## src/rtl/dmem_pkg.sv

```systemverilog
// Shared types and constants for the data-memory controller and its timeout counter.
package dmem_pkg;

  localparam int TIMEOUT_W = 16;

  // An all-zero byte mask never names a lane and is rejected like a misaligned access.
  localparam logic [3:0] MASK_NONE = 4'b0000;

  typedef enum logic [1:0] {
    IDLE,
    REQ,
    WAIT,
    RESP
  } state_t;

  typedef struct packed {
    logic [31:0] addr;
    logic        wen;
    logic [31:0] wdata;
    logic [3:0]  mask;
  } req_t;

  function automatic logic req_legal(input logic [1:0] addr_lo, input logic [3:0] mask);
    return (addr_lo == 2'b00) && (mask != MASK_NONE);
  endfunction

endpackage

```

## src/rtl/dmem_timeout_ctr.sv

```systemverilog
// Cycle counter for the bus WAIT phase; flags the last permitted cycle.
module dmem_timeout_ctr
  import dmem_pkg::*;
#(
  parameter int unsigned TIMEOUT = 64
) (
  input  logic clk,
  input  logic rst,
  input  logic clr,
  input  logic en,
  output logic expired
);

  localparam logic [TIMEOUT_W-1:0] TERMINAL = TIMEOUT_W'(TIMEOUT - 1);

  logic [TIMEOUT_W-1:0] count;

  // NOTE: sequential state is assigned with <= so every flop samples pre-edge values.
  always_ff @(posedge clk) begin
    if (rst) begin
      count <= '0;
    end else if (clr) begin
      count <= '0;
    end else if (en) begin
      count <= count + TIMEOUT_W'(1);
    end
  end

  assign expired = en && (count == TERMINAL);

endmodule

```

## src/rtl/dmem_ctrl.sv

```systemverilog
// Multi-cycle load/store controller between the memory stage and a request/response bus.
module dmem_ctrl
  import dmem_pkg::*;
#(
  parameter int unsigned TIMEOUT = 64
) (
  input  logic        i_clk,
  input  logic        i_rst,
  input  logic        i_req_valid,
  output logic        o_req_ready,
  input  logic [31:0] i_req_addr,
  input  logic        i_req_wen,
  input  logic [31:0] i_req_wdata,
  input  logic [3:0]  i_req_mask,
  output logic        o_rsp_valid,
  output logic [31:0] o_rsp_rdata,
  output logic        o_rsp_err,
  output logic        o_busy,
  output logic        o_bus_req_valid,
  input  logic        i_bus_req_ready,
  output logic [31:0] o_bus_addr,
  output logic        o_bus_wen,
  output logic [31:0] o_bus_wdata,
  output logic [3:0]  o_bus_mask,
  input  logic        i_bus_rsp_valid,
  input  logic [31:0] i_bus_rsp_rdata
);

  state_t      state;
  state_t      state_next;
  req_t        req_q;
  logic        stale;
  logic [31:0] rsp_rdata_q;
  logic        rsp_err_q;
  logic        accept;
  logic        legal;
  logic        timed_out;

  assign accept = i_req_valid && o_req_ready;
  assign legal  = req_legal(i_req_addr[1:0], i_req_mask);

  dmem_timeout_ctr #(.TIMEOUT(TIMEOUT)) u_timeout (
    .clk     (i_clk),
    .rst     (i_rst),
    .clr     ((state == REQ) && i_bus_req_ready),
    .en      (state == WAIT),
    .expired (timed_out)
  );

  // NOTE: next_state gets a default before the case so no path infers a latch.
  always_comb begin
    state_next = state;
    case (state)
      IDLE:    if (accept) state_next = legal ? REQ : RESP;
      REQ:     if (i_bus_req_ready) state_next = WAIT;
      WAIT:    if (i_bus_rsp_valid || timed_out) state_next = RESP;
      RESP:    state_next = IDLE;
      default: state_next = IDLE;
    endcase
  end

  // NOTE: the request/bus registers are plain flops, so they are reset along with the FSM.
  always_ff @(posedge i_clk) begin
    if (i_rst) begin
      state       <= IDLE;
      stale       <= 1'b0;
      req_q       <= '0;
      rsp_rdata_q <= '0;
      rsp_err_q   <= 1'b0;
    end else begin
      state       <= state_next;
      rsp_rdata_q <= '0;
      rsp_err_q   <= 1'b0;
      if (accept) begin
        req_q <= '{addr: i_req_addr, wen: i_req_wen, wdata: i_req_wdata, mask: i_req_mask};
        if (!legal) rsp_err_q <= 1'b1;
      end
      // A real response wins over a coincident timeout; stores always return zero data.
      if (state == WAIT) begin
        if (i_bus_rsp_valid) begin
          rsp_rdata_q <= req_q.wen ? '0 : i_bus_rsp_rdata;
        end else if (timed_out) begin
          rsp_err_q <= 1'b1;
          stale     <= 1'b1;
        end
      end else if (stale && i_bus_rsp_valid) begin
        stale <= 1'b0;
      end
    end
  end

  assign o_req_ready     = (state == IDLE) && !stale;
  assign o_busy          = (state != IDLE);
  assign o_bus_req_valid = (state == REQ);
  assign o_rsp_valid     = (state == RESP);
  assign o_rsp_rdata     = rsp_rdata_q;
  assign o_rsp_err       = rsp_err_q;
  assign o_bus_addr      = req_q.addr;
  assign o_bus_wen       = req_q.wen;
  assign o_bus_wdata     = req_q.wdata;
  assign o_bus_mask      = req_q.mask;

endmodule

```

## config.mk

```make
export PLATFORM = sky130hd
export DESIGN_NAME = dmem_ctrl
export DESIGN_NICKNAME = d
export VERILOG_FILES = /design/src/rtl/dmem_pkg.sv /design/src/rtl/dmem_timeout_ctr.sv /design/src/rtl/dmem_ctrl.sv
export SDC_FILE = /design/constraint.sdc
export NUM_CORES = 1
export LEC_CHECK = 0
export ABC_AREA = 1
export CORE_MARGIN = 2
export CORE_UTILIZATION = 30
export CTS_BUF_LIST = sky130_fd_sc_hd__clkbuf_4 sky130_fd_sc_hd__clkbuf_8 sky130_fd_sc_hd__clkbuf_16
export DETAILED_ROUTE_END_ITERATION = 8
export PLACE_DENSITY_LB_ADDON = 0.08
export SYNTH_ARGS = -nofsm -noshare
export SYNTH_HDL_FRONTEND = slang
export SYNTH_SLANG_ARGS = --single-unit
```

## constraint.sdc

```tcl
create_clock -name i_clk -period 1.52 [get_ports i_clk]
set_input_delay 0.228 -clock i_clk [delete_from_list [all_inputs] [get_ports i_clk]]
set_output_delay 0.228 -clock i_clk [all_outputs]
set_load 0.1 [all_outputs]
```

==> results of run 1 <==
==> final timing paths <==
path,from,endpoint,slack (ns)
setup / recovery,state[0]$_SDFFE_PP0P_,o_req_ready,-0.13
hold reg to reg,u_timeout.count[1]$_SDFFE_PP0N_,u_timeout.count[1]$_SDFFE_PP0N_,0.48
setup reg to reg,state[0]$_SDFFE_PP0P_,state[0]$_SDFFE_PP0P_,0
hold / removal,i_rst,o_bus_addr[15]$_SDFFE_PP0P_,0.15
==> cell families after synthesis <==
kind of cell    synth area share, %
buf+inv                        8.10
compound gates                 11.2
flops                          55.2
mux                           0.228
fa+ha+maj                      1.71
simple gates                   23.5
==> synth_stat cells, types with 2 or more instances <==
cell type / count
a21oi_1: 90
buf_2: 11
buf_6: 2
clkbuf_1: 13
dfxtp_1: 121
ha_1: 6
inv_1: 57
inv_2: 2
nand2_1: 178
nand3_1: 7
nand3b_1: 2
nand4_1: 2
nor2_1: 49
nor2_2: 2
nor2_4: 3
o21ai_0: 6
or2_0: 2
or2_2: 2
==> repair_timing <==
item | CTS | global route
resized for setup | 8 | 20
buffers inserted | 5 | 2
gates cloned | 0 | 1
pin swaps | 2 | 10
setup endpoints to repair | 45 | 56
hold buffers | 0 | 0
==> metal layers <==
layer / wire length (um) / GRT usage (%) / up-vias
met3: 1470 / 9.16 / 13
met2: 6470 / 28.2 / 160
met1: 5210 / 18.3 / 1911
met5: 0 / 0 / -
li1: - / - / 2200
met4: 176 / 6.47 / 0
==> power by group through the flow <==
stage	Sequential [mW]	Clock [mW]	Combinational, mW
4_1_cts	4.00	4.25	7.22
6_report	4.00	4.14	7.39
2_1_floorplan	6.42	0	1.94
3_3_place_gp	4.05	0	6.97
3_5_place_dp	4.07	0	7.03
5_1_grt	4.05	4.39	7.74
==> layout make-up <==
cell class / count / area share, %
Timing Repair Buffer: 232 / 39.6
Sequential cell: 121 / 28.1
Multi-Input combinational cell: 357 / 19.8
Clock buffer: 18 / 5.01
Inverter: 59 / 2.79
Tap cell: 184 / 2.66
Clock inverter: 13 / 2.07
Antenna cell: 1 / 0.0289
==> through the flow <==
| stage | power [mW] | TNS, ns |
|---|---|---|
| after detailed placement | 11.1 | -2.10 |
| after global routing | 16.2 | -0.886 |
| final | 15.5 | -0.239 |
| after CTS | 15.5 | -0.268 |
| after floorplan | 8.36 | -25.55 |
| after global placement | 11.0 | -0.322 |
==> sequential cells by signal, summed over array words and instances (netlist names) <==
name / count
o_bus_addr: 32
o_bus_wdata: 32
o_rsp_rdata: 32
u_timeout.count: 16
o_bus_mask: 4
state: 2
o_bus_wen: 1
o_rsp_err: 1
stale: 1
==> cell usage in the layout, fill, tap and decap left out, types with 2 or more instances in the layout <==
| master | netlist | final |
|---|---|---|
| a21oi_2 | 0 | 3 |
| nand3_2 | 0 | 2 |
| inv_1 | 57 | 53 |
| or2_0 | 2 | 2 |
| o21ai_0 | 6 | 5 |
| nor2_4 | 3 | 4 |
| ha_4 | 0 | 4 |
| a21oi_1 | 90 | 87 |
| dfxtp_2 | 0 | 2 |
| or2_2 | 2 | 2 |
| nand2_1 | 178 | 178 |
| bufinv_16 | 0 | 4 |
| clkdlybuf4s50_1 | 0 | 104 |
| nand4_1 | 2 | 2 |
| nand3_1 | 7 | 5 |
| buf_12 | 0 | 111 |
| clkinvlp_4 | 0 | 4 |
| dfxtp_1 | 121 | 118 |
| nor2_2 | 2 | 2 |
| nand3b_1 | 2 | 2 |
| inv_2 | 2 | 3 |
| clkinv_2 | 0 | 4 |
| nor2_1 | 49 | 48 |
| ha_1 | 6 | 2 |
| clkbuf_16 | 0 | 18 |
| buf_6 | 2 | 4 |
| buf_4 | 1 | 11 |
==> critical path, cell delays in order, from the launching register on <==
cell,delay [ns]
dfxtp_4,0.35
inv_4,0.06
ha_4,0.17
inv_12,0.03
nor2_4,0.11
buf_6,0.12
buf_12,0.16
==> impl_metrics.toml, run 1 <==
[sta]
rsz0062_at_grt = "true"
tightest_slew_ns = 0.321
finClkSkew_ns = 0.00763
finalCriticalPeriod_ns = 1.65
final_max_slew_viol_count = 0
clock.fmax_mhz = 606
fin_crit_sh_pct = 109
fin_hold_ws_ns = 0.148
setup_ws_ns = -0.130
hold_viol_final = 0
setup_violations = 4
relSlewSlack_pct = 78.6

[synthesis]
ys.flop_type = "dfxtp_1"
synth_area_leaders = "dfxtp_1 55%, nand2_1 15%, a21oi_1 10%"
synth_edf_count = 0
yosys.area.top_type_share_pct = 55.2
async_flop_share_pct = 0
synth_area_per_cell_um2 = 7.78
ys_seq_elements = 121
synth.yosys.seq_area_share_pct = 55.2
syn-num-nets = 676
syn_inst = 564
syn-cell-area_um2 = 4390
yosys_warnings = 0
yosys.cell_types.count = 27
yosysTopAreaCell = "dfxtp_1"

[final_layout]
regArea_um2 = 2430
fillers = 1268
layout-drive-gt1-share_pct = 23.8
areaGrowthSynthToFinish_pct = 97.0
final_cells = 985
final_util_pct = 59.9
fin_area_um2 = 8650
nets = 900
multiInputGateArea_um2 = 1710

[power_and_ir_drop]
power_switching_mw = 6.44
combPwrFrac_pct = 47.6
clkPwrFrac_pct = 26.6
internal_power_mw = 9.09
p_leak_nw = 3.55
netSwitchingFraction_pct = 41.5
seqPwrFrac_pct = 25.8
ir_drop_v = 0.000871
power_density_nw_per_um2 = 1800

[cts]
cts_max_level = 4
cts-root-buf = "clkbuf_16"
clk_latency_ns = 0.41
clockBufferDepth = 2
clk_pin_slew_ns = 0.05
numCtsBuffers = 17
clkSinkCount = 121
cts_tree = "built"

[route]
drtIter0Drc = 124
wl_per_cell_um = 13.5
routed_wl_um = 13300
firstDrtPassIters = 4
drcViolationCount = 0
via_per_inst = 4.35
detailroute.via_count = 4284
ant_nets = 0

[placement]
dpl_worst_slack_ns = -0.0961
postPlaceCellArea_um2 = 7830
dp_hpwl_um = 9750
place.gp.congestion = 0.798
place_inst = 945
io_buffers = 211

[status]
status = "finished, violations left"
violations = "negative setup slack"

[floorplan]
core_area_um2 = 14400
die_h_um = 125
num_rows = 44
ioPinCount = 212
die_w_um = 125
dieArea_um2 = 15600
initial_core_util_pct = 30.4

[worst_setup_path]
r2r_cells = 9
end_kind = "primary output"
critPathKind = "flip-flop to primary output"
startpoint_type = "flip-flop"
critPathRequiredTime_ns = 1.29
crit_path_max_fanout = 2
crit_arrival_ns = 1.42

[grt]
grt_pass1_vias = 4104
grt_max_degree = 64
grt.overflow.total = 0
antenna_found_initial = 0
grt_pass1_wl_um = 20900
grtUsageTotal_pct = 17.0

[flow_run]
cap_violations = 0

[worst_hold_path]
hp-class = "input pin to flip-flop"
whs_path_depth = 2
Power figures use the tool's default switching activity.
==> inputs of run 2 (changes only) <==
Settings changed: SLEW_MARGIN from default to 20.
==> results of run 2 <==
No change in the layout: final DEF, timing and power equal those of run 1.
==> inputs of run 3 (changes only) <==
Settings changed: SYNTH_HIERARCHICAL from default to 1.
==> impl_metrics.toml, run 3 <==
[worst_setup_path]
r2r_cells = 11
max_stage_delay_ns = 0.32
crit_arrival_ns = 1.41
critPathRequiredTime_ns = 1.29
startpoint_type = "flip-flop"
crit_path_max_fanout = 3
crit_family = "buffers and inverters"
r2r_slack_ns = -0.12
worstPathCellList = "inv_2 > buf_6 > ha_4 > inv_8 > nor2_4 > buf_12"
end_kind = "primary output"
reg2reg_to = "o_bus_wdata[20]$_SDFFE_PP0P_"
cp_num_buf_inv = 4
cp_slowest_cell = "dfxtp_2"
reg2reg_from = "state[0]$_SDFFE_PP0P_"
critPathKind = "flip-flop to primary output"

[cts]
numCtsBuffers = 17
clk_pin_slew_ns = 0.05
cts_tree = "built"
clk_latency_ns = 0.41
clkSinkCount = 121
cts-root-buf = "clkbuf_16"
cts_max_level = 4
clockBufferDepth = 2

[power_and_ir_drop]
clkPwrFrac_pct = 23.9
combPwrFrac_pct = 52.4
netSwitchingFraction_pct = 42.2
p_leak_nw = 4.11
internal_power_mw = 9.78
ir_drop_v = 0.000869
total_power_mw = 16.9
power_density_nw_per_um2 = 1750
seqPwrFrac_pct = 23.7
power_switching_mw = 7.15

[synthesis]
async_flop_share_pct = 0
yosys.area.top_type_share_pct = 54.5
synth.yosys.seq_area_share_pct = 54.5
synth_xor_area_share_pct = 0.197
syn-cell-area_um2 = 4450
yosys.cell_types.count = 23
yosys_warnings = 6
synth_top_family_by_area = "simple AND/OR/NAND/NOR gates"
synth-adder-area-share_pct = 1.69
ys_seq_elements = 121
synth_compound_area_share_pct = 9.96
synth_area_leaders = "dfxtp_1 54%, nand2_1 15%, a21oi_1 9.1%"
syn_inst = 582
synth_area_per_cell_um2 = 7.64
netlist_top_cells_count = "180 x nand2_1, 121 x dfxtp_1, 81 x a21oi_1"
syn-num-nets = 694
synthMuxAreaShare_pct = 0
synth-simple-area-share_pct = 25.3
yosysTopAreaCell = "dfxtp_1"
synth_edf_count = 0
ys.flop_type = "dfxtp_1"
yosysMostFrequentCell = "nand2_1"

[route]
via_per_inst = 4.51
drcViolationCount = 0
drtIter0Drc = 114
wl_per_cell_um = 15.2
ant_nets = 0
firstDrtPassIters = 4
detailroute.via_count = 4649
routed_wl_um = 15700

[floorplan]
core_area_um2 = 14500
die_h_um = 126
ioPinCount = 212
num_rows = 44
dieArea_um2 = 15800
die_w_um = 126
initial_core_util_pct = 30.7

[sta]
clock.fmax_mhz = 610
setup_ws_ns = -0.120
tightest_slew_ns = 0.618
hold_viol_final = 0
fin_crit_sh_pct = 108
finalCriticalPeriod_ns = 1.64
final_max_slew_viol_count = 0
finClkSkew_ns = 0.00677
relSlewSlack_pct = 58.8
rsz0062_at_grt = "true"
setup_violations = 75

[final_layout]
multiInputGateArea_um2 = 2350
final_cell_mix = "118 x dfxtp_1, 117 x nand2_1, 112 x buf_12"
final_util_pct = 67.0
diodes = 0
layout-drive-gt1-share_pct = 40.2
nets = 946
areaGrowthSynthToFinish_pct = 118
layout_commonest_cell = "dfxtp_1"
regArea_um2 = 2430
fillers = 1069

[worst_hold_path]
hp-class = "input pin to flip-flop"
worstHoldStart = "i_rst"
whs_path_depth = 4
min_to = "state[0]$_SDFFE_PP0P_"

[placement]
dp_hpwl_um = 10100
dpl_worst_slack_ns = -0.0832
place.gp.congestion = 0.810
io_buffers = 211

[flow_run]
cap_violations = 0

[grt]
use_met1_pct = 18.9
antenna_found_initial = 0
grt.overflow.total = 0
met2_usage_pct = 30.4
grt-busiest-layer = "met2"
grt_pass1_vias = 4419
grt_pass1_wl_um = 22200
grt_use_met3_pct = 8.58
grt_max_degree = 41
grtUsageTotal_pct = 17.8

[status]
status = "finished, violations left"
violations = "negative setup slack"
run 3: cells by family after synthesis:
group                      after synthesis
xor gates and xnor gates                 1
DFF                                    121
adders and majority gates                6
and+or+nand+nor                        279
buffers and inverters                   87
AOI/OAI and AO/OA                       88
run 3: repair_timing:
action                     in CTS  in global routing
hold buffers                    0                  0
resized for setup              20                188
pin swaps                       8                 49
gates cloned                    2                 13
setup buffers                   4                  3
setup endpoints to repair      75                 90
run 3: per-stage QoR:
| step | setup TNS (ns) | instance area (um2) | hold WS (ns) | cells |
|---|---|---|---|---|
| floorplan | -26.64 | 4470 | 0.340 | 582 |
| global placement | -0.0143 | 7980 | 0.489 | 977 |
| detailed placement | -2.18 | 7980 | 0.493 | 977 |
| CTS | -3.07 | 8730 | 0.178 | 1014 |
| global route | -12.65 | 9700 | 0.227 | 1030 |
| finish | -6.18 | 9700 | 0.217 | 1030 |
run 3: power by group through the flow:
| stage | clock network, mW | logic [mW] | registers (mW) |
|---|---|---|---|
| after global placement | 0 | 7.05 | 4.04 |
| after CTS | 4.13 | 7.46 | 4.01 |
| final | 4.04 | 8.88 | 4.01 |
| after detailed placement | 0 | 7.11 | 4.06 |
| after floorplan | 0 | 1.78 | 6.55 |
| after global routing | 4.31 | 9.23 | 4.06 |
run 3: final cells by class:
type	count	area share [%]
clock buffers	21	4.82
clock inverters	10	1.29
inverters	60	2.70
multi-input cells	375	24.2
flip-flops and latches	121	25.0
well taps	184	2.37
repair buffers	258	39.4
repair inverters	1	0.168
run 3: how the worst max path moves through the flow:
stage / endpoint / cells past startpoint / from
3_3_place_gp: state[0]$_SDFFE_PP0P_ / 13 / state[0]$_SDFFE_PP0P_
2_1_floorplan: o_bus_wdata[15]$_SDFFE_PP0P_ / 10 / state[1]$_SDFFE_PP0P_
4_1_cts: o_req_ready / 6 / state[1]$_SDFFE_PP0P_
3_5_place_dp: o_bus_addr[19]$_SDFFE_PP0P_ / 10 / state[1]$_SDFFE_PP0P_
6_report: o_req_ready / 6 / state[0]$_SDFFE_PP0P_
5_1_grt: state[0]$_SDFFE_PP0P_ / 13 / state[1]$_SDFFE_PP0P_
run 3: worst min-delay path: cells and delay by family:
| family | cells | cell delay (ns) |
|---|---|---|
| buffers and inverters | 2 | 0.25 |
| and+or+nand+nor | 2 | 0.11 |
run 3: layer usage:
layer	wire [um]	vias up
met4	316	0
met1	5910	2151
met2	8130	163
met3	1310	21
li1	-	2314
met5	0	-
